===== config.mk =====
export PLATFORM = sky130hd
export DESIGN_NAME = ym_ch_accum_mux
export DESIGN_NICKNAME = d
export VERILOG_FILES = /design/src/rtl/ym_ch_accum_mux.sv
export SDC_FILE = /design/constraint.sdc
export NUM_CORES = 1
export LEC_CHECK = 0
export ABC_AREA = 1
export BUFFER_PORTS_ARGS = -buffer_cell sky130_fd_sc_hd__buf_2
export CORE_MARGIN = 2
export CORE_UTILIZATION = 27
export DETAILED_ROUTE_END_ITERATION = 12
export GPL_TIMING_DRIVEN = 0
export SYNTH_ARGS = -nofsm -noshare
export SYNTH_HDL_FRONTEND = slang
export SYNTH_SLANG_ARGS = --single-unit

===== constraint.sdc =====
create_clock -name MCLK -period 3.4 [get_ports MCLK]
set_input_delay 0 -clock MCLK [delete_from_list [all_inputs] [get_ports MCLK]]
set_output_delay 0 -clock MCLK [all_outputs]
set_load 0.02 [all_outputs]

===== src/rtl/ym_ch_accum_mux.sv =====
// Per-channel operator accumulator with signed saturation and DAC substitution on one channel.
// Emits one finished sample per channel per frame as a strobed stream.
module ym_ch_accum_mux #(
  parameter int CHANNELS  = 6,
  parameter int OPS       = 4,
  parameter int OP_WIDTH  = 9,
  parameter int ACC_WIDTH = 9,
  parameter int DAC_CH    = 5,
  localparam int CH_W = $clog2(CHANNELS),
  localparam int OP_W = (OPS > 1) ? $clog2(OPS) : 1
) (
  input  logic                 MCLK,
  input  logic                 IC,
  input  logic                 slot_en,
  input  logic                 frame_sync,
  input  logic [OP_WIDTH-1:0]  op_value,
  input  logic                 op_out,
  input  logic                 dac_en,
  input  logic [7:0]           dac,
  input  logic                 dac_lsb,
  output logic [ACC_WIDTH-1:0] ch_out,
  output logic [CH_W-1:0]      ch_idx,
  output logic                 ch_valid,
  output logic                 ch_sat,
  output logic                 frame_err
);

  localparam logic [ACC_WIDTH-1:0] ACC_MAX = {1'b0, {(ACC_WIDTH-1){1'b1}}};
  localparam logic [ACC_WIDTH-1:0] ACC_MIN = {1'b1, {(ACC_WIDTH-1){1'b0}}};
  localparam logic [CH_W-1:0]      LAST_CH = CH_W'(CHANNELS - 1);
  localparam logic [OP_W-1:0]      LAST_OP = OP_W'(OPS - 1);
  localparam logic [CH_W-1:0]      DAC_IDX = CH_W'(DAC_CH);

  logic [CH_W-1:0]      ch_cnt_q, ch_cnt_d, eff_ch;
  logic [OP_W-1:0]      op_cnt_q, op_cnt_d, eff_op;
  logic                 first_slot, final_slot, dsel;
  logic [ACC_WIDTH-1:0] acc_rd  [CHANNELS];
  logic                 satf_rd [CHANNELS];
  logic [ACC_WIDTH-1:0] acc_cur;
  logic                 satf_cur;
  logic [ACC_WIDTH:0]   base, addend, raw;
  logic [ACC_WIDTH-1:0] sat_val;
  logic                 clip, satf_new;
  logic [8:0]           dac9;
  logic [ACC_WIDTH-1:0] dac_val;

  logic [ACC_WIDTH-1:0] ch_out_q, ch_out_d;
  logic [CH_W-1:0]      ch_idx_q, ch_idx_d;
  logic                 ch_valid_q, ch_valid_d;
  logic                 ch_sat_q, ch_sat_d;
  logic                 frame_err_q, frame_err_d;

  // frame_sync overrides the counters so the current slot is processed as (ch 0, op 0)
  always_comb begin
    eff_ch     = frame_sync ? '0 : ch_cnt_q;
    eff_op     = frame_sync ? '0 : op_cnt_q;
    first_slot = (eff_op == '0);
    final_slot = (eff_op == LAST_OP);
    ch_cnt_d   = ch_cnt_q;
    op_cnt_d   = op_cnt_q;
    if (slot_en) begin
      if (eff_ch == LAST_CH) begin
        ch_cnt_d = '0;
        op_cnt_d = (eff_op == LAST_OP) ? '0 : eff_op + 1'b1;
      end else begin
        ch_cnt_d = eff_ch + 1'b1;
        op_cnt_d = eff_op;
      end
    end
  end

  // One extra bit of headroom: overflow shows up as the top two bits disagreeing
  always_comb begin
    acc_cur  = acc_rd[eff_ch];
    satf_cur = satf_rd[eff_ch];
    base     = first_slot ? '0 : {acc_cur[ACC_WIDTH-1], acc_cur};
    addend   = op_out ? {{(ACC_WIDTH+1-OP_WIDTH){op_value[OP_WIDTH-1]}}, op_value} : '0;
    raw      = base + addend;
    clip     = raw[ACC_WIDTH] ^ raw[ACC_WIDTH-1];
    sat_val  = clip ? (raw[ACC_WIDTH] ? ACC_MIN : ACC_MAX) : raw[ACC_WIDTH-1:0];
    satf_new = (~first_slot & satf_cur) | clip;
    dac9     = {~dac[7], dac[6:0], dac_lsb};
    dac_val  = '0;
    dac_val[ACC_WIDTH-1 -: 9] = dac9;
    dsel     = dac_en & (eff_ch == DAC_IDX);
  end

  always_comb begin
    ch_out_d    = ch_out_q;
    ch_idx_d    = ch_idx_q;
    ch_sat_d    = ch_sat_q;
    ch_valid_d  = slot_en & final_slot;
    frame_err_d = slot_en & frame_sync & ((ch_cnt_q != '0) | (op_cnt_q != '0));
    if (slot_en & final_slot) begin
      ch_out_d = dsel ? dac_val : sat_val;
      ch_sat_d = ~dsel & satf_new;
      ch_idx_d = eff_ch;
    end
  end

  // Per-channel running sum and clip flag; the final-slot write is harmless since op 0 ignores it
  genvar gi;
  generate
    for (gi = 0; gi < CHANNELS; gi++) begin : g_ch
      logic [ACC_WIDTH-1:0] acc_q;
      logic                 satf_q;
      logic                 wr_en;
      assign wr_en = slot_en & (eff_ch == CH_W'(gi));
      always_ff @(posedge MCLK or negedge IC) begin
        if (!IC) begin
          acc_q  <= '0;
          satf_q <= 1'b0;
        end else if (wr_en) begin
          acc_q  <= sat_val;
          satf_q <= satf_new;
        end
      end
      assign acc_rd[gi]  = acc_q;
      assign satf_rd[gi] = satf_q;
    end
  endgenerate

  always_ff @(posedge MCLK or negedge IC) begin
    if (!IC) begin
      ch_cnt_q    <= '0;
      op_cnt_q    <= '0;
      ch_out_q    <= '0;
      ch_idx_q    <= '0;
      ch_valid_q  <= 1'b0;
      ch_sat_q    <= 1'b0;
      frame_err_q <= 1'b0;
    end else begin
      ch_cnt_q    <= ch_cnt_d;
      op_cnt_q    <= op_cnt_d;
      ch_out_q    <= ch_out_d;
      ch_idx_q    <= ch_idx_d;
      ch_valid_q  <= ch_valid_d;
      ch_sat_q    <= ch_sat_d;
      frame_err_q <= frame_err_d;
    end
  end

  assign ch_out    = ch_out_q;
  assign ch_idx    = ch_idx_q;
  assign ch_valid  = ch_valid_q;
  assign ch_sat    = ch_sat_q;
  assign frame_err = frame_err_q;

endmodule


==> results of run 1 <==
flip-flops by register name, indices dropped and copies added (netlist names), 2 cells and up:
name / cells
g_ch.acc_q: 54
ch_out: 9
g_ch.satf_q: 6
ch_cnt_q: 3
ch_idx: 3
op_cnt_q: 2
cells by family after synthesis:
kind of cell    count (synthesis)  synth area share (%)
buf+inv                        87                  7.91
compound gates                107                  14.4
flops                          80                  46.0
xor+xnor                        7                  1.41
fa+ha+maj                      13                  3.91
simple gates                  251                  26.3
worst max path at each step:
stage / startpoint / endpoint
2_1_floorplan: ch_cnt_q[0] / g_ch[2].acc_q[2]
3_3_place_gp: ch_cnt_q[0] / g_ch[3].acc_q[3]
3_5_place_dp: ch_cnt_q[0] / g_ch[3].acc_q[3]
4_1_cts: ch_cnt_q[1] / ch_out[4]
5_1_grt: ch_cnt_q[0] / g_ch[3].acc_q[2]
6_report: ch_cnt_q[0] / g_ch[3].acc_q[2]
per-layer routing:
layer / vias up / wire [um] / GRT usage [%]
met5: - / 0 / 0
met4: 0 / 280 / 5.26
met3: 24 / 326 / 2.40
met2: 54 / 5300 / 22.6
met1: 1788 / 5000 / 17.5
li1: 1902 / - / -
cell type report:
cell class              instances  area (sq um)
flip-flops and latches         80          2000
clock inverters                 6          66.3
well taps                     216           270
repair buffers                 52           360
clock buffers                  10           239
inverters                      69           259
plain buffers                  18           104
fillers                      1650         10500
multi-input cells             378          2080
through the flow:
step	hold WS [ns]	cells
6_report	0.00381	829
5_1_grt	0.0169	829
3_5_place_dp	-0.0446	798
4_1_cts	0.00117	826
2_1_floorplan	-0.296	545
3_3_place_gp	0.318	797
what timing repair did:
item	CTS	global route
pin swaps	2	4
setup buffers	2	3
setup endpoints to repair	64	70
hold buffers	10	0
hold endpoints to repair	90	0
gates resized for setup	8	25
worst reg2reg max path, cell delays in order (launching register included):
cell and delay [ns]:
dfrtp_1 0.41, nand2_4 0.11, nor2_4 0.06, buf_4 0.18, a22oi_1 0.17, a21oi_1 0.11, nor3_2 0.23, ha_2 0.25
inv_1 0.06, fa_2 0.34, inv_1 0.07, nand3_1 0.07, nand2_2 0.11, nand2_1 0.09, nand2_1 0.09, nand2_1 0.07
nand2_2 0.09, nand3_4 0.08, buf_12 0.15, nand2_4 0.08, nand2_2 0.10, nand2_1 0.07, o21ai_1 0.07
power by group:
group / internal (uW) / switching, uW / total [uW]
Sequential: 1300 / 172 / 1470
Combinational: 364 / 575 / 939
Clock: 590 / 386 / 976
Total: 2250 / 1130 / 3390
cell usage after synthesis (10+ instances only):
cell     instances
nand2_1        159
ha_1            12
o22ai_1         15
nand3_1         15
o21ai_0         25
nor2_1          42
dfrtp_1         80
inv_1           62
a31oi_1         10
o21ai_1         29
==> impl_metrics.py, run 1 <==
metrics = {
    "status": {
        "status": "completed",
    },
    "grt": {
        "first_global_vias": 3543,
        "antenna_found_initial": 0,
        "grt_start_max_net_pins": 54,
        "grt_pass1_wl_um": 18000,
        "grt_usage_pct": 13.6,
        "grt.overflow.total": 0,
    },
    "finish": {
        "most-common-layout-cells": "nand2_1 (157), dfrtp_1 (79), inv_1 (62)",
        "drive_above_1_share_pct": 19.7,
        "fin_nets": 645,
        "final_util_pct": 34.0,
        "syn2layout_area_growth_pct": 23.6,
        "antenna_cells": 0,
        "finalInstanceArea_sq_um": 5380,
        "mostFrequentLayoutCell": "nand2_1",
    },
    "detailed_routing": {
        "via_per_inst": 4.55,
        "drtAntennaViolNets": 0,
        "wl_per_cell_um": 13.2,
        "wl_um": 10900,
        "first_pass_iters": 5,
        "via_count": 3768,
        "drt_iter0_drc": 254,
        "drc": 0,
    },
    "synthesis": {
        "synth_top_area_share_pct": 46.0,
        "ys_seq_area_share_pct": 46.0,
        "synth.avg_cell_area_sq_um": 7.98,
        "netlist_area_sq_um": 4350,
        "yosysWarnings": 0,
        "synth_edf_count": 0,
        "synth_seq_cells": 80,
        "async_flop_share_pct": 100,
        "synth_cells": 545,
        "ys_types": 37,
        "synth-main-ff-cell": "dfrtp_1",
        "synth_top_cell_by_area": "dfrtp_1",
        "syn_nets": 582,
        "yosys-top-cells-area": "dfrtp_1 (46%), nand2_1 (14%), inv_1 (5.3%)",
    },
    "die": {
        "start_util_pct": 27.5,
        "fp.dieH_um": 131,
        "rows": 46,
        "ios": 39,
        "die_w_um": 131,
        "die-area_sq_um": 17100,
        "core_sq_um": 15800,
    },
    "setup_path": {
        "r2r_start": "ch_cnt_q[0]",
        "cp_data_arrival_time_ns": 3.37,
        "critPathKind": "flip-flop to flip-flop",
        "path_cells": "nand2_4, nor2_4, buf_4, a22oi_1, a21oi_1, nor3_2, ha_2, inv_1, fa_2, inv_1, nand3_1, nand2_2, nand2_1, nand2_1, nand2_1, nand2_2, nand3_4, buf_12, nand2_4, nand2_2, nand2_1, o21ai_1",
        "path_max_fanout": 10,
        "cp_slowest_cell": "dfrtp_1",
        "rrSetupSlack_ns": 0.23,
        "rr_worst_depth": 22,
        "critPathRequiredTime_ns": 3.60,
        "r2r_end": "g_ch[3].acc_q[2]",
        "cp-end-kind": "flip-flop",
        "cp.depth": 22,
        "critPathMaxStageDelay_ns": 0.41,
        "worst-path-buf-inv": 4,
        "cp_top_family": "simple AND/OR/NAND/NOR gates",
        "cp-start-kind": "flip-flop",
        "cp_common_cell": "nand2_1",
    },
    "clock_network": {
        "root_buffer": "clkbuf_16",
        "cts_sinks": 80,
        "cts_tree": "built",
        "clock_path_buffers": 2,
        "cts_buffers": 9,
        "clock_latency_ns": 0.33,
        "htree_num_levels": 3,
        "clk_pin_slew_ns": 0.06,
    },
    "job": {
        "maxCapViolations": 0,
    },
    "min_path": {
        "timing.hold.worst_endpoint": "ch_out[7]",
        "min-delay-start": "dac[6]",
        "hold_path.class": "input pin to flip-flop",
        "whs_path_depth": 5,
    },
    "sta": {
        "setup_tns_ns": 0,
        "tightest_slew_ns": 0.490,
        "setup_ws_ns": 0.235,
        "setup-violations-final": 0,
        "hold_viol_final": 0,
        "min_period_ns": 3.17,
        "max_freq_mhz": 316,
        "final.setup_skew_ns": 0.00590,
        "max_slew_margin_pct": 67.3,
        "fin_crit_sh_pct": 93.1,
        "drv_slew": 0,
    },
    "place": {
        "pre_cts_ws_ns": -0.331,
        "gp_congestion": 0.824,
        "portBuffers": 36,
        "place_area_sq_um": 4830,
        "dpl.hpwl_um": 8020,
    },
    "power_and_ir_drop": {
        "leakage_uw": 0.00278,
        "power_density_nw_per_um2": 630,
        "peakVddDrop_uv": 295,
        "power.total_uw": 3390,
    },
}
(Power assumes the default switching activity.)
==> inputs of run 2 (changes only) <==
--- a/config.mk
+++ b/config.mk
@@ -7,10 +7,13 @@
 export LEC_CHECK = 0
 export ABC_AREA = 1
 export BUFFER_PORTS_ARGS = -buffer_cell sky130_fd_sc_hd__buf_2
+export CELL_PAD_IN_SITES_DETAIL_PLACEMENT = 2
+export CELL_PAD_IN_SITES_GLOBAL_PLACEMENT = 2
 export CORE_MARGIN = 2
 export CORE_UTILIZATION = 27
 export DETAILED_ROUTE_END_ITERATION = 12
 export GPL_TIMING_DRIVEN = 0
+export PLACE_DENSITY_LB_ADDON = 0.1
 export SYNTH_ARGS = -nofsm -noshare
 export SYNTH_HDL_FRONTEND = slang
 export SYNTH_SLANG_ARGS = --single-unit
==> run 2 against run 1 <==
  * Largest power group unchanged
  * Sequential share of layout area down 1.2 points
  * Critical endpoint is now g_ch[3].acc_q[0]
  * Clock power is 5% higher
  * Clock skew increased by 0.0029 ns
  * Critical path type unchanged
  * Maximum frequency shrank 1.8%
==> impl_metrics.py, run 2 (same netlist as run 1, synthesis figures left out) <==
metrics = {
    "status": {
        "status": "completed",
    },
    "finish": {
        "top_register": "g_ch.acc_q",
        "finalNonFillerCells": 833,
        "most-common-layout-cells": "nand2_1 (156), dfrtp_1 (79), inv_1 (60)",
        "antenna_cells": 0,
        "largest_reg_flops": 54,
        "final_util_pct": 35.1,
        "syn2layout_area_growth_pct": 27.7,
        "num-fill-cells": 1844,
        "fin_nets": 650,
        "mostFrequentLayoutCell": "nand2_1",
        "finalInstanceArea_sq_um": 5550,
        "drive_above_1_share_pct": 22.5,
    },
    "sta": {
        "tightest_slew_ns": 0.549,
        "final.setup_skew_ns": 0.00878,
        "min_period_ns": 3.22,
        "max_slew_margin_pct": 63.4,
        "fin_crit_sh_pct": 94.8,
        "hold_viol_final": 0,
        "setup_tns_ns": 0,
        "rsz0062_at_grt": "true",
        "drv_slew": 0,
        "setup-violations-final": 0,
        "max_freq_mhz": 310,
    },
    "grt": {
        "grt_usage_pct": 17.8,
        "grt_start_max_net_pins": 54,
        "grt_pass1_wl_um": 23000,
        "first_global_vias": 4245,
        "antenna_found_initial": 0,
        "grt.overflow.total": 0,
    },
    "die": {
        "fp.dieH_um": 131,
        "die_w_um": 131,
        "rows": 46,
        "core_sq_um": 15800,
        "die-area_sq_um": 17100,
        "ios": 39,
        "start_util_pct": 27.5,
    },
    "setup_path": {
        "rrSetupSlack_ns": 0.18,
        "critPathRequiredTime_ns": 3.61,
        "cp-startpoint": "ch_cnt_q[0]",
        "cp-start-kind": "flip-flop",
        "path_cells": "nand2_4, nor2_4, buf_6, a22oi_2, a21oi_2, nor3_4, ha_2, inv_1, fa_2, inv_1, nand3_1, nand2_2, nand2_1, nand2_1, nand2_1, nand2_1, nand3_4, buf_12, nand2_4, nand2_2, nand2_1, o21ai_1",
        "r2r_end": "g_ch[3].acc_q[0]",
        "worst-path-buf-inv": 4,
        "path_max_fanout": 10,
        "r2r_start": "ch_cnt_q[0]",
        "rr_worst_depth": 22,
        "cp_common_cell": "nand2_1",
        "critPathMaxStageDelay_ns": 0.41,
        "cp_data_arrival_time_ns": 3.43,
        "critPathKind": "flip-flop to flip-flop",
        "worstSetupEndpoint": "g_ch[3].acc_q[0]",
        "cp_slowest_cell": "dfrtp_1",
        "cp.depth": 22,
        "cp-end-kind": "flip-flop",
        "cp_top_family": "simple AND/OR/NAND/NOR gates",
    },
    "power_and_ir_drop": {
        "swShare_pct": 34.0,
        "power_frac_comb_pct": 29.6,
        "power.share.sequential_pct": 41.6,
        "clkPwrFrac_pct": 28.8,
        "power_density_nw_per_um2": 637,
        "peakVddDrop_uv": 348,
        "leakage_uw": 0.00282,
        "switchingPower_uw": 1200,
        "p_int_uw": 2340,
    },
    "place": {
        "place_area_sq_um": 4830,
        "dpl.hpwl_um": 10600,
        "dpl.cell_count": 798,
        "gp_congestion": 0.757,
        "portBuffers": 36,
    },
    "detailed_routing": {
        "via_per_inst": 4.69,
        "first_pass_iters": 4,
        "drc": 0,
        "drtAntennaViolNets": 0,
        "via_count": 3905,
        "drt_iter0_drc": 118,
        "wl_per_cell_um": 17.1,
        "wl_um": 14200,
    },
    "clock_network": {
        "cts_buffers": 9,
        "clock_path_buffers": 2,
        "clock_latency_ns": 0.34,
        "htree_num_levels": 3,
        "cts_sinks": 80,
        "root_buffer": "clkbuf_16",
        "clk_pin_slew_ns": 0.06,
        "cts_tree": "built",
    },
    "job": {
        "maxCapViolations": 0,
    },
    "min_path": {
        "hold_path.class": "input pin to flip-flop",
    },
}
-- run 2: cell types whose count changed in the layout (fill, tap and decap cells not counted), sizes merged --
| cell | before | now |
|---|---|---|
| clkinvlp | 3 | 0 |
| clkbuf | 17 | 19 |
| dlygate4sd3 | 10 | 9 |
| buf | 53 | 58 |
| bufinv | 1 | 2 |
| clkinv | 2 | 3 |
| inv | 69 | 68 |
-- run 2: per-stage QoR --
step / worst slack, ns / power, uW / hold slack, ns
global placement: -0.614 / 2370 / 0.320
global route: -0.0528 / 3810 / 0.00967
CTS: 0.00496 / 3530 / 0.00460
detailed placement: -0.776 / 2440 / -0.0351
finish: 0.178 / 3540 / 0.0110
floorplan: 0.407 / 2100 / -0.296
-- run 2: final cells by class --
type / count / area (sq um) / area share (%)
flip-flops and latches: 80 / 2000 / 36.1
multi-input cells: 378 / 2190 / 39.5
plain buffers: 18 / 116 / 2.10
repair buffers: 57 / 408 / 7.34
inverters: 69 / 259 / 4.66
clock buffers: 11 / 233 / 4.19
well taps: 216 / 270 / 4.87
clock inverters: 4 / 70.1 / 1.26
-- run 2: worst min path at each step --
stage,start,end,slack (ns),depth (start not counted)
global placement,dac[1],ch_out[2],0.32,5
finish,dac[6],ch_out[7],0.01,5
detailed placement,IC,frame_err,-0.04,1
floorplan,IC,ch_cnt_q[0],-0.30,0
global route,dac[6],ch_out[7],0.01,5
CTS,dac[2],ch_out[3],0.005,5
-- run 2: what timing repair did --
item	CTS	global route
pin swaps	3	12
buffers inserted	3	8
gates resized for setup	20	37
endpoints found under the hold margin	73	0
endpoints found under the setup margin	70	65
hold buffers	9	0
-- run 2: power by group through the flow --
stage	Sequential, uW	Combinational [uW]	Clock [uW]
global placement	1470	901	0
floorplan	1460	647	0
detailed placement	1490	950	0
CTS	1470	998	1050
global route	1520	1200	1090
finish	1470	1050	1020
-- run 2: tightest hold or removal path: stages --
cell	delay, ns
buf_2	0.07
nor2_1	0.03
nor2_1	0.10
nand2_1	0.06
nand2_1	0.05
-- run 2: metal layers --
metal  share of wire, %  GRT usage [%]  vias to the layer above
li1                   -              -                     1903
met1                 47           23.6                     1974
met2                 50           30.1                       18
met3                1.6           3.54                       10
met4                1.1           4.13                        0
met5                  0              0                        -
==> inputs of run 3 (changes only) <==
==> constraint.sdc (replaced) <==
create_clock -name MCLK -period 4.05 [get_ports MCLK]
set_input_delay 0 -clock MCLK [delete_from_list [all_inputs] [get_ports MCLK]]
set_output_delay 0 -clock MCLK [all_outputs]
set_load 0.02 [all_outputs]
==> run 3 against run 2 <==
  * Worst setup slack improved by 0.15 ns
  * Critical path type unchanged
  * Die area did not move
  * Critical path depth decreased by 4
  * Highest routed layer unchanged
  * Via count decreased by 1.6%
  * Clock skew is essentially flat
  * Global-route usage is 0.095 points lower
  * Utilization down 2.0 points
  * Clock-buffer cell count unchanged
  * Sequential cell count stayed put
  * Design area shrank 5.6%
  * Clock power decreased by 16%
  * Non-clock buffer count down 11
==> impl_metrics.py, run 3 (same netlist as run 1, synthesis figures left out) <==
metrics = {
    "grt": {
        "first_global_vias": 4216,
        "grt_start_max_net_pins": 54,
        "antenna_found_initial": 0,
        "grt.overflow.total": 0,
        "grt_usage_pct": 17.7,
        "grt_pass1_wl_um": 22900,
    },
    "finish": {
        "drive_above_1_share_pct": 16.7,
        "mostFrequentLayoutCell": "nand2_1",
        "fin_nets": 639,
        "num-fill-cells": 1869,
        "most-common-layout-cells": "nand2_1 (159), dfrtp_1 (80), inv_1 (62)",
        "antenna_cells": 0,
        "top_register": "g_ch.acc_q",
        "largest_reg_flops": 54,
        "syn2layout_area_growth_pct": 20.5,
        "finalInstanceArea_sq_um": 5240,
        "final_util_pct": 33.1,
    },
    "setup_path": {
        "cp-start-kind": "flip-flop",
        "cp_data_arrival_time_ns": 3.95,
        "r2r_start": "ch_cnt_q[1]",
        "critPathRequiredTime_ns": 4.28,
        "path_max_fanout": 9,
        "cp-startpoint": "ch_cnt_q[1]",
        "cp-end-kind": "flip-flop",
        "critPathKind": "flip-flop to flip-flop",
    },
    "clock_network": {
        "htree_num_levels": 3,
        "clock_latency_ns": 0.34,
        "cts_buffers": 9,
        "cts_tree": "built",
        "cts_sinks": 80,
        "clock_path_buffers": 2,
        "root_buffer": "clkbuf_16",
        "clk_pin_slew_ns": 0.06,
    },
    "detailed_routing": {
        "drt_iter0_drc": 127,
        "wl_per_cell_um": 16.9,
        "via_count": 3843,
        "dr_wl_met2_um": 6800,
        "dr.max_layer_used": "met4",
        "first_pass_iters": 4,
        "wl_met3_um": 316,
        "via_per_inst": 4.68,
        "wl_um": 13900,
        "drc": 0,
        "drtAntennaViolNets": 0,
        "wl_met1_um": 6590,
    },
    "sta": {
        "min_period_ns": 3.72,
        "max_freq_mhz": 269,
        "rsz0062_at_grt": "false",
        "max_slew_margin_pct": 63.3,
        "drv_slew": 0,
        "fin_crit_sh_pct": 91.9,
        "tightest_slew_ns": 0.550,
        "hold_viol_final": 0,
        "setup-violations-final": 0,
        "final.setup_skew_ns": 0.00897,
    },
    "min_path": {
        "hold_path.class": "input pin to flip-flop",
        "min-delay-start": "dac[6]",
    },
    "power_and_ir_drop": {
        "power_density_nw_per_um2": 550,
        "leakage_uw": 0.00274,
        "peakVddDrop_uv": 292,
    },
    "die": {
        "die_w_um": 131,
        "fp.dieH_um": 131,
        "rows": 46,
        "core_sq_um": 15800,
        "die-area_sq_um": 17100,
        "ios": 39,
        "start_util_pct": 27.5,
    },
    "place": {
        "portBuffers": 36,
        "gp_congestion": 0.757,
        "place_area_sq_um": 4830,
        "dpl.hpwl_um": 10600,
    },
    "status": {
        "status": "completed",
    },
    "job": {
        "maxCapViolations": 0,
    },
}
==> run 3: final timing paths <==
kind,to,slack (ns),depth (start not counted)
min in group asynchronous,frame_err,0.13,2
setup / recovery,g_ch[3].satf_q,0.33,18
max in group asynchronous,g_ch[5].acc_q[5],3.30,3
setup reg to reg,g_ch[3].satf_q,0.33,18
hold reg to reg,ch_sat,0.48,2
hold / removal,ch_out[7],0.01,5
==> run 3: where the power goes <==
group / total [uW] / switching [uW] / internal, uW
registers: 1230 / 141 / 1090
logic: 794 / 505 / 289
clock network: 856 / 321 / 535
total: 2880 / 967 / 1910
==> run 3: layout make-up <==
| type | instances | area (sq um) | share of cell area (%) |
|---|---|---|---|
| well taps | 216 | 270 | 5.15 |
| clock inverters | 4 | 70.1 | 1.34 |
| inverters | 69 | 259 | 4.94 |
| multi-input cells | 378 | 2010 | 38.4 |
| plain buffers | 17 | 87.6 | 1.67 |
| flip-flops and latches | 80 | 2000 | 38.2 |
| clock buffers | 11 | 233 | 4.44 |
| repair buffers | 47 | 308 | 5.87 |
==> run 3: what timing repair did <==
item,in CTS,in global routing
hold buffers,9,0
buffers inserted,0,1
gates resized for setup,2,7
endpoints found under the hold margin,73,0
endpoints found under the setup margin,36,63
pin swaps,0,1
==> run 3: worst max-delay path: stages (launching register included) <==
cell	delay, ns
dfrtp_1	0.45
inv_1	0.11
nor2_1	0.41
inv_2	0.20
o22ai_1	0.18
o21ai_0	0.13
a31oi_1	0.35
ha_1	0.37
nand2_1	0.12
inv_1	0.04
a21oi_1	0.24
nand2_1	0.11
nand2_1	0.08
nand2_1	0.09
nand3_4	0.23
buf_4	0.19
nand3_4	0.12
nand2_1	0.10
nand2_1	0.06
==> run 3: routing by layer <==
| metal | GRT usage, % | up-vias |
|---|---|---|
| met5 | 0 | - |
| met4 | 4.13 | 0 |
| met3 | 3.54 | 10 |
| met2 | 29.9 | 32 |
| met1 | 23.4 | 1923 |
| li1 | - | 1878 |
==> run 3: metrics by stage <==
stage	worst slack, ns	hold WS [ns]	instances	power, uW	TNS (ns)
final	0.329	0.0107	822	2880	0
after global routing	0.0156	0.00967	822	3110	0
after CTS	0.0164	0.00465	821	2930	0
after detailed placement	-0.126	-0.0351	798	2050	-2.19
after global placement	0.0357	0.320	797	1990	0
after floorplan	1.06	-0.296	545	1770	0
